## config.mk

```make
export PLATFORM = sky130hd
export DESIGN_NAME = modulation_sampler
export DESIGN_NICKNAME = d
export VERILOG_FILES = /design/src/rtl/modulation_pkg.sv /design/src/rtl/modulation_tick_gen.sv /design/src/rtl/modulation_sampler.sv
export SDC_FILE = /design/constraint.sdc
export NUM_CORES = 1
export LEC_CHECK = 0
export ABC_AREA = 1
export CORE_MARGIN = 3
export CORE_UTILIZATION = 30
export DETAILED_ROUTE_END_ITERATION = 8
export DONT_BUFFER_PORTS = 1
export PLACE_DENSITY = 0.49
export SYNTH_ARGS = -nofsm -noshare
export SYNTH_HDL_FRONTEND = slang
export SYNTH_HIERARCHICAL = 1
export SYNTH_SLANG_ARGS = --single-unit
```

## constraint.sdc

```tcl
create_clock -name CLK -period 6.2 [get_ports CLK]
set_input_delay 1.86 -clock CLK [delete_from_list [all_inputs] [get_ports CLK]]
set_output_delay 1.86 -clock CLK [all_outputs]
set_load 0.02 [all_outputs]
```

## src/rtl/modulation_pkg.sv

```systemverilog
// Shared types and constants for the modulation sample feeder.
package modulation_pkg;

    localparam int unsigned MOD_RAM_LATENCY  = 2;
    localparam int unsigned MOD_SAMPLE_WIDTH = 8;

    typedef enum logic [2:0] {
        IDLE,
        RD0,
        RD1,
        ISSUE,
        BUSY
    } mod_state_e;

endpackage

```

## src/rtl/modulation_tick_gen.sv

```systemverilog
// Sample-rate divider: one-cycle tick every FREQ_DIV clocks while EN is high.
module modulation_tick_gen
    import modulation_pkg::*;
#(
    parameter int unsigned DIV_WIDTH = 32
) (
    input  logic                 CLK,
    input  logic                 RST_N,
    input  logic                 EN,
    input  logic [DIV_WIDTH-1:0] FREQ_DIV,
    output logic                 tick
);

    logic [DIV_WIDTH-1:0] div_cnt;
    logic [DIV_WIDTH-1:0] div_lim;

    // A divide ratio of zero behaves like one: a tick every cycle.
    assign div_lim = (FREQ_DIV == '0) ? '0 : FREQ_DIV - DIV_WIDTH'(1);
    assign tick    = EN && (div_cnt >= div_lim);

    always_ff @(posedge CLK or negedge RST_N) begin
        if (!RST_N) begin
            div_cnt <= '0;
        end else if (!EN || tick) begin
            div_cnt <= '0;
        end else begin
            div_cnt <= div_cnt + DIV_WIDTH'(1);
        end
    end

endmodule

```

## src/rtl/modulation_sampler.sv

```systemverilog
// Fetches modulation samples from the buffer RAM on each tick and hands them to the multiplier.
// Optional dropped-tick counter: define MODULATION_SAMPLER_OVERRUN_CNT_EN.
module modulation_sampler
    import modulation_pkg::*;
#(
    parameter int unsigned ADDR_WIDTH = 15,
    parameter int unsigned DIV_WIDTH  = 32
) (
    input  logic                        CLK,
    input  logic                        RST_N,
    input  logic                        EN,
    input  logic [ADDR_WIDTH-1:0]       CYCLE,
    input  logic [DIV_WIDTH-1:0]        FREQ_DIV,
    output logic [ADDR_WIDTH-1:0]       ADDR,
    input  logic [MOD_SAMPLE_WIDTH-1:0] DATA_IN,
    output logic [MOD_SAMPLE_WIDTH-1:0] M,
    output logic                        START,
    input  logic                        DONE,
    output logic [ADDR_WIDTH-1:0]       IDX,
    output logic [15:0]                 OVERRUN_CNT
);

    mod_state_e            state;
    logic                  tick;
    logic                  pending;
    logic                  fetch;
    logic [ADDR_WIDTH-1:0] ptr;
    logic [ADDR_WIDTH-1:0] ptr_next;

    modulation_tick_gen #(
        .DIV_WIDTH (DIV_WIDTH)
    ) u_tick_gen (
        .CLK      (CLK),
        .RST_N    (RST_N),
        .EN       (EN),
        .FREQ_DIV (FREQ_DIV),
        .tick     (tick)
    );

    assign fetch    = (state == IDLE) && EN && (tick || pending);
    // >= rather than == so a CYCLE shrunk below ptr wraps instead of running off.
    assign ptr_next = (ptr >= CYCLE) ? '0 : ptr + ADDR_WIDTH'(1);

    always_ff @(posedge CLK or negedge RST_N) begin
        if (!RST_N) begin
            state   <= IDLE;
            ptr     <= '0;
            pending <= 1'b0;
            ADDR    <= '0;
            M       <= '0;
            IDX     <= '0;
            START   <= 1'b0;
        end else begin
            if (!EN) begin
                ptr     <= '0;
                pending <= 1'b0;
            end else if (fetch) begin
                ptr     <= ptr_next;
                pending <= tick && pending;
            end else if (tick && (state != IDLE) && !pending) begin
                pending <= 1'b1;
            end

            case (state)
                IDLE: begin
                    if (fetch) begin
                        ADDR  <= ptr;
                        state <= RD0;
                    end
                end
                RD0:   state <= (MOD_RAM_LATENCY > 1) ? RD1 : ISSUE;
                RD1:   state <= ISSUE;
                ISSUE: begin
                    M     <= DATA_IN;
                    IDX   <= ADDR;
                    START <= 1'b1;
                    state <= BUSY;
                end
                BUSY: begin
                    START <= 1'b0;
                    if (DONE) begin
                        state <= IDLE;
                    end
                end
                default: state <= IDLE;
            endcase
        end
    end

`ifdef MODULATION_SAMPLER_OVERRUN_CNT_EN
    logic        drop;
    logic [15:0] ovr_cnt;

    // Tick lost: FSM busy and the one-deep queue already holds a tick.
    assign drop = tick && (state != IDLE) && pending;

    always_ff @(posedge CLK or negedge RST_N) begin
        if (!RST_N) begin
            ovr_cnt <= '0;
        end else if (drop && (ovr_cnt != 16'hFFFF)) begin
            ovr_cnt <= ovr_cnt + 16'd1;
        end
    end

    assign OVERRUN_CNT = ovr_cnt;
`else
    assign OVERRUN_CNT = '0;
`endif

endmodule

```

Word-level counts from Yosys, hierarchy flattened
Cells that the tools add are included.
{"block": "word_totals", "regBits": 90, "in_bits": 59, "output_inout_bits": 55, "wordCells": 49}
{"block": "op_classes", "add_sub_neg": 3, "n_lt_le_gt_ge": 2, "eq_ne": 8, "muxes": 12, "n_reduce_logical": 16}
{"op": "32-bit two-way mux", "count": 2}
{"op": "15-bit two-way mux", "count": 3}
{"op": "32-bit by 1-bit adder with 32-bit output, second input constant", "count": 1}
{"op": "32-bit >= comparator", "count": 1}
{"op": "32-bit logical NOT", "count": 1}
{"op": "32-bit by 1-bit subtractor with 32-bit output, second input constant", "count": 1}
{"op": "15-bit by 1-bit adder with 15-bit output, second input constant", "count": 1}
{"op": "15-bit >= comparator", "count": 1}
{"op": "3-bit one-hot mux with 5 select lines", "count": 1}
{"op": "3-bit by 2-bit == test with 1-bit output, second input constant", "count": 2}
{"op": "1-bit logical AND", "count": 6}
{"op": "3-bit two-way mux", "count": 2}
{"op": "2-bit inequality test, second input constant", "count": 2}
{"op": "2-bit AND reduction", "count": 2}
{"op": "3-bit by 1-bit == test with 1-bit output, second input constant", "count": 1}
{"op": "3-bit == test, second input constant", "count": 1}
{"op": "3-bit logical NOT", "count": 1}
{"op": "1-bit two-way mux", "count": 3}
{"op": "3-bit by 1-bit inequality test with 1-bit output, second input constant", "count": 1}
{"op": "3-bit nonzero test", "count": 1}
{"op": "1-bit logical NOT", "count": 2}
{"op": "1-bit logical OR", "count": 2}
{"op": "2-bit by 1-bit inequality test with 1-bit output, second input constant", "count": 1}
{"op": "1-bit one-hot mux with 2 select lines", "count": 1}
{"op": "2-bit nonzero test", "count": 1}

Depth between registers and ports, before layout
Gate-level depths: netlist (run 1).
{"block": "logic_depth", "ltp_word": 9, "depth_mapped": 25, "mapped_depth_nobuf": 24}

Hierarchy
Netlist (run 1), hierarchy kept.
{"mod": "modulation_tick_gen", "instances": 1, "cells_per_inst": 536, "area_each_um2": 3502.1, "seq_area_each_um2": 800.8}
{"mod": "modulation_sampler", "instances": 1, "cells_per_inst": 358, "area_each_um2": 3032.9, "seq_area_each_um2": 1451.4}

Worst setup path after synthesis (run 1)
No wires, ideal clock.
{"block": "synth_timing", "path_type": "input to register", "startpoint": "input FREQ_DIV[0]", "endpoint": "register ptr[10]", "setup_ns": 0.077, "arrival_ns": 4.693, "required_time_ns": 6.123, "setup_slack_ns": 1.430, "path_stages": 25, "path_cell_list": "inv_1 -> ha_1 -> nand2_1 -> inv_1 -> nand2_1 -> inv_1 -> nand2_1 -> xor2_1 -> or2_2 -> ha_1 -> nand2_1 -> nor2_1 -> nand2_1 -> o21ai_1 -> nor2_1 -> nand2_1 -> nand2_1 -> a21boi_0 -> nor2_1 -> o21ai_4 -> buf_6 -> nand3_1 -> nand2_1 -> o21ai_1 -> a21oi_1"}
{"block": "synth_between", "elab_chain_cells": 7, "word_cells_on_any_way": 8, "classes_between": "add/sub (1); order compare (1); eq/ne (1); mux (1); reduce/logical (4)"}
{"element": "start: declaration", "line": "modulation_sampler.sv:13", "rtl": "input logic [DIV_WIDTH-1:0] FREQ_DIV,"}
{"element": "32-bit by 1-bit subtractor with 32-bit output / 32-bit logical NOT (equally long branches)", "line": "modulation_tick_gen.sv:18", "rtl": "assign div_lim = (FREQ_DIV == '0) ? '0 : FREQ_DIV - DIV_WIDTH'(1);"}
{"element": "32-bit two-way mux *", "line": "modulation_tick_gen.sv:18"}
{"element": "32-bit >= comparator *", "line": "modulation_tick_gen.sv:19", "rtl": "assign tick = EN && (div_cnt >= div_lim);"}
{"element": "1-bit logical AND *", "line": "modulation_tick_gen.sv:19"}
{"element": "named net tick", "line": "modulation_sampler.sv:24", "rtl": "logic tick;"}
{"element": "1-bit logical OR *", "line": "modulation_sampler.sv:40", "rtl": "assign fetch = (state == IDLE) && EN && (tick || pending);"}
{"element": "1-bit logical AND *", "line": "modulation_sampler.sv:40"}
{"element": "2-bit by 1-bit inequality test with 1-bit output (no source line) *"}
{"element": "end signal: assignment", "line": "modulation_sampler.sv:58", "rtl": "ptr <= ptr_next;"}
{"element": "end: declaration", "line": "modulation_sampler.sv:27", "rtl": "logic [ADDR_WIDTH-1:0] ptr;"}
The timed path passes the listed nets; every way through them passes the cells marked *.
A chain may end at the register's enable or synchronous reset.

Worst setup path after layout (run 1)
{"block": "layout_timing", "startpoint": "input FREQ_DIV[0]", "endpoint": "register ptr[6]"}
The elaborated chain is that of the path after synthesis.

==> flow_summary.ini, run 1 <==
[outcome]
run_status = completed

[final_layout]
final_area_um2 = 7070
area_growth_syn_to_layout_pct = 8.23
n_fill_cell = 2332
mostFrequentLayoutCells = nand2_1, nor2_1, inv_1, dfrtp_1, ha_1
layout.nets = 1005
diodes = 0
final_common_cell = nand2_1
drive_gt1_share_pct = 7.33
final_util_pct = 33.3

[die]
coreArea_um2 = 21200
die_y_um = 154
rows = 53
dieArea_um2 = 23600
fp.dieW_um = 154
start_util_pct = 30.8
ioPinCount = 114

[timing]
rsz0062_at_grt = false
finalClockSkew_ns = 0.00992
final_max_slew_viol_count = 0
setup_viol = 0
worstMarginPinSlew_ns = 0.650
layout_min_cycle_time_ns = 5.10
hold_viol_final = 0
fmax_mhz = 196
tns_ns = 0
slew_headroom_pct = 56.3
period_share_pct = 82.3

[global_route]
grt_pass1_wl_um = 27100
grt_pass1_vias = 5371
grt.total_usage_pct = 14.0
grt_max_degree = 91
gr-total-overflow = 0
grtUsageMet2_pct = 23.7
grt_antenna_before_repair = 0
grt_use_met3_pct = 2.48
busiest_layer = met2
met1_usage_pct = 18.6

[cts]
postCtsSetupRepairBufs = 0
cts_hold_buf = 0
clock_path_buffers = 2
cts_resized = 0
clock_latency_ns = 0.34
cts_num_sinks = 90
cts_tree = yes
clk_pin_slew_ns = 0.06
htreeDepth = 3
numCtsBuffers = 9
cts-root-buf = clkbuf_16

[critical_path]
path_class = in -> reg
cp-end-kind = flip-flop
cp-start-kind = input port
cp_data_required_time_ns = 6.47
path_max_fanout = 16
r2r_cells = 16
regToRegSetupSlack_ns = 3.27
worstPathArrival_ns = 5.37

[routing]
drt_iter0_markers = 365
post_drt_wl_per_cell_um = 13.8
wl_um = 16200
drtPass1Iterations = 4
drtAntennaViolNets = 0
route.detailed.drc = 0
via_per_inst = 4.64
vias = 5447

[yosys]
netlist_instances = 894
postSynthAreaPerCell_um2 = 7.31
synth_ff_type = dfrtp_1
ys_seq_area_share_pct = 34.5
synthDistinctLibCells = 37
synthArstFlopShare_pct = 100
synth_edf_count = 0
synth_seq_cells = 90
synth_area_um2 = 6540
ys_warn_count = 6

[min_path]
hold_depth = 1
hold_path.class = reg -> reg

[placement]
dp_hpwl_um = 12700
dpl_cell_area_um2 = 6770
place_congestion = 0.794
port_buffers = 0

[run]
drv_cap = 0

[power]
leakagePower_nw = 3.33
irDropWorstVdd_uv = 139
p_total_mw = 1.68
power.density_nw_per_um2 = 237
==> final cells by class <==
type	instances	area (um^2)	area share [%]
well taps	275	344	4.86
clock inverters	6	71.3	1.01
flip-flops and latches	90	2250	31.8
inverters	112	420	5.94
repair buffers	4	30.0	0.425
multi-input cells	678	3730	52.7
clock buffers	10	229	3.24
==> sequential cells by signal, summed over array words and instances (netlist names) <==
register / flops
u_tick_gen/div_cnt: 32
ADDR: 15
IDX: 15
ptr: 15
M: 8
state: 3
START: 1
pending: 1
==> worst paths after layout <==
check / from / end
max in group asynchronous: RST_N / u_tick_gen/div_cnt[25]$_DFF_PN0_
setup / recovery: FREQ_DIV[0] / ptr[6]$_DFFE_PN0P_
setup reg to reg: u_tick_gen/div_cnt[0]$_DFF_PN0_ / ptr[6]$_DFFE_PN0P_
hold / removal: state[2]$_DFFE_PN0P_ / state[0]$_DFFE_PN0P_
hold reg to reg: state[2]$_DFFE_PN0P_ / state[0]$_DFFE_PN0P_
min in group asynchronous: RST_N / ADDR[13]$_DFFE_PN0P_
==> Yosys cell counts, drive strengths merged, types with 4 or more instances <==
master / instances / area [um^2]
xor2: 27 / 236
ha: 51 / 638
dfrtp: 90 / 2250
clkbuf: 4 / 16.3
nor2: 137 / 562
nand4: 17 / 106
o21ai: 52 / 272
nand2: 221 / 840
xnor2: 16 / 140
a21oi: 31 / 155
mux2: 8 / 90.1
nor3: 24 / 161
nand3: 48 / 255
inv: 112 / 420
or2: 10 / 62.6
nand3b: 5 / 37.5
buf: 25 / 179
==> layer usage <==
layer / share of wire, % / up-vias / wire length [um]
met5: 0 / - / 0
met4: 1.1 / 0 / 184
met3: 4.6 / 12 / 750
met2: 48 / 97 / 7710
met1: 47 / 2495 / 7550
li1: - / 2843 / -
==> kinds of logic after synthesis <==
| kind of cell | count (synthesis) | share of synthesized area, % |
|---|---|---|
| simple gates | 466 | 31.4 |
| buf+inv | 141 | 9.42 |
| compound gates | 94 | 7.77 |
| flops | 90 | 34.5 |
| fa+ha+maj | 51 | 9.76 |
| xor+xnor | 43 | 5.76 |
| mux | 8 | 1.38 |
| other cells | 1 | 0.0574 |
==> through the flow <==
stage / setup WS (ns) / hold WS (ns) / cells
after global placement: 0.749 / 0.412 / 1159
after detailed placement: 0.685 / 0.419 / 1159
after CTS: 1.03 / 0.428 / 1175
after floorplan: 1.43 / 0.407 / 909
after global routing: 0.509 / 0.448 / 1175
final: 1.10 / 0.426 / 1175
==> critical path: stages <==
cell and delay [ns]:
inv_1 0.09, ha_1 0.20, nand2_1 0.15, inv_1 0.10, nand2_1 0.07, inv_1 0.09, nand2_1 0.07, xor2_1 0.14
or2_2 0.28, ha_1 0.27, nand2_1 0.06, nor2_1 0.14, nand2_1 0.08, o21ai_1 0.14, nor2_1 0.05, nand2_1 0.07
nand2_1 0.07, a21boi_0 0.36, nor2_1 0.17, o21ai_4 0.40, nand2_1 0.17, o21bai_1 0.15, o21ai_1 0.08, a21oi_1 0.11
==> where the power goes <==
part	internal (mW)	switching (mW)
Combinational	0.101	0.141
Clock	0.318	0.245
Sequential	0.689	0.184
Total	1.11	0.570
Note: power is estimated with default switching activity, not from simulation.
==> run 2: changes to the inputs <==
PLACE_DENSITY = 0.5   (was 0.49)
clock period = 4.3 ns   (was 6.2 ns; I/O delays follow)
==> run 2 against run 1 <==
Routed wire length increased by 0.74%. First-iteration DRC count shrank 3.3%. Final area is 6.2% higher. Setup slack worse by 0.81 ns. Clock skew rose by 0.0035 ns. Utilization rose by 2.1 points. Die area unchanged. Critical path depth down 1. Hold slack improved by 0.0021 ns. Combinational power rose by 52%. Sequential share of layout area is 1.8 points lower. Critical endpoint is now ptr[5]$_DFFE_PN0P_. Highest routed layer unchanged.
==> flow_summary.ini, run 2 (synthesis gave the netlist of run 1 again) <==
[die]
dieArea_um2 = 23600
fp.dieW_um = 154
start_util_pct = 30.8
rows = 53
ioPinCount = 114
die_y_um = 154
coreArea_um2 = 21200

[timing]
slew_headroom_pct = 60.4
setup_viol = 0
layout_min_cycle_time_ns = 4.01
fmax_mhz = 249
tns_ns = 0
setup_ws_ns = 0.285
worstMarginPinSlew_ns = 0.588
hold_viol_final = 0
finalClockSkew_ns = 0.0134
period_share_pct = 93.4
final_max_slew_viol_count = 0
holdWs_ns = 0.428

[final_layout]
final_common_cell = nand2_1
n_fill_cell = 2287
final-seq-area_um2 = 2250
mostFrequentLayoutCells = nand2_1, nor2_1, inv_1, dfrtp_1, ha_1
max_flop_register = u_tick_gen/div_cnt
largest_reg_flops = 32
area_growth_syn_to_layout_pct = 14.9
diodes = 0
layout.nets = 1051
instances_no_fill = 1221
multiInputGateArea_um2 = 3790
drive_gt1_share_pct = 13.3

[power]
p_total_mw = 2.43
irDropWorstVdd_uv = 172
leakagePower_nw = 3.60
power.density_nw_per_um2 = 324

[routing]
vias = 5620
wl_um = 16300
route.detailed.drc = 0
drt_iter0_markers = 353
post_drt_wl_per_cell_um = 13.4
drtPass1Iterations = 5
drtAntennaViolNets = 0
via_per_inst = 4.60

[placement]
dp_hpwl_um = 13000
place_inst = 1200
place_ws_ns = -0.232
port_buffers = 0
place_congestion = 0.814

[critical_path]
cp-end-kind = flip-flop
crit_family = simple AND/OR/NAND/NOR gates
r2r_cells = 17
path_max_fanout = 7
path_class = in -> reg
cp_num_buf_inv = 4
worstPathArrival_ns = 4.28
cp-start-kind = input port
crit_path_top_delay_cell = ha_1
cp_data_required_time_ns = 4.56
regToRegSetupSlack_ns = 1.71
path_cells = inv_1 -> buf_4 -> nand3_4 -> nor2_4 -> nand3_4 -> nor2_4 -> nand2_2 -> o21ai_2 -> nand3_1 -> ha_1 -> nand2_1 -> nor2_2 -> nand4_1 -> nor2_1 -> nand2_1 -> a21boi_1 -> buf_4 -> nor2_2 -> o21ai_4 -> buf_6 -> nand3_1 -> xor2_1 -> a21oi_1
max_stage_delay_ns = 0.31
reg2reg_from = u_tick_gen/div_cnt[0]$_DFF_PN0_
r2r-end = ptr[5]$_DFFE_PN0P_

[cts]
cts_tree = yes
cts_num_sinks = 90
cts-root-buf = clkbuf_16
clock_latency_ns = 0.34
clk_pin_slew_ns = 0.06
htreeDepth = 3
numCtsBuffers = 9
clock_path_buffers = 2
cts_hold_buf = 0

[global_route]
grt_antenna_before_repair = 0
grt.total_usage_pct = 13.9
grt_pass1_vias = 5526
grt_pass1_wl_um = 27200
gr-total-overflow = 0
grt_max_degree = 91

[min_path]
hold_depth = 1
hold_end = state[0]$_DFFE_PN0P_
hold_path.startpoint = state[2]$_DFFE_PN0P_
hold_path.class = reg -> reg

[run]
drv_cap = 0

[outcome]
run_status = completed
-- run 2: routing by layer --
metal  wire length [um]  track usage (%)
met5                  0                0
met4                180             3.49
met3                766             2.98
met2               7630             23.0
met1               7730             18.4
-- run 2: worst max path at each step --
stage | start | cells past startpoint | endpoint | slack [ns]
final | FREQ_DIV[0] | 23 | ptr[5]$_DFFE_PN0P_ | 0.29
after CTS | FREQ_DIV[1] | 25 | ptr[2]$_DFFE_PN0P_ | 0.09
after floorplan | FREQ_DIV[0] | 25 | ptr[10]$_DFFE_PN0P_ | 0.1
after global placement | FREQ_DIV[0] | 25 | ptr[8]$_DFFE_PN0P_ | -0.21
after global routing | FREQ_DIV[0] | 25 | ptr[5]$_DFFE_PN0P_ | -0.02
after detailed placement | FREQ_DIV[1] | 25 | ptr[2]$_DFFE_PN0P_ | -0.23
-- run 2: cell type report --
class	count	area share, %
Inverter	112	5.60
Clock inverter	6	0.967
Multi-Input combinational cell	678	50.5
Tap cell	275	4.58
Clock buffer	10	3.05
Sequential cell	90	30.0
Timing Repair Buffer	50	5.27
-- run 2: power breakdown --
group | internal [mW] | switching [mW]
Sequential | 0.994 | 0.265
Clock | 0.458 | 0.348
Combinational | 0.159 | 0.209
Total | 1.61 | 0.822
-- run 2: worst reg2reg max path: stages, from the launching register on --
cell	delay [ns]
dfrtp_1	0.44
inv_1	0.13
ha_1	0.30
nand2_1	0.04
nor2_1	0.08
nand2_1	0.08
o21ai_1	0.14
nor2_1	0.05
nand2_1	0.08
nand2_1	0.08
a21boi_1	0.16
buf_4	0.14
nor2_2	0.05
o21ai_4	0.26
buf_6	0.15
nand3_1	0.07
xor2_1	0.16
a21oi_1	0.12
-- run 2: timing repair --
item,in CTS,in global routing
setup buffers,0,5
gates resized for setup,0,23
setup endpoints to repair,0,30
endpoints found under the hold margin,0,0
-- run 2: through the flow --
step                area [um^2]  util [%]
global placement           7090      33.4
finish                     7510      35.4
detailed placement         7090      33.4
CTS                        7390      34.8
floorplan                  6590         -
global route               7510      35.4
==> run 3: changes to the inputs <==
CTS_CLUSTER_SIZE = 20   (was unset)
==> results of run 3 <==
No change in the layout: final DEF, timing and power equal those of run 2.
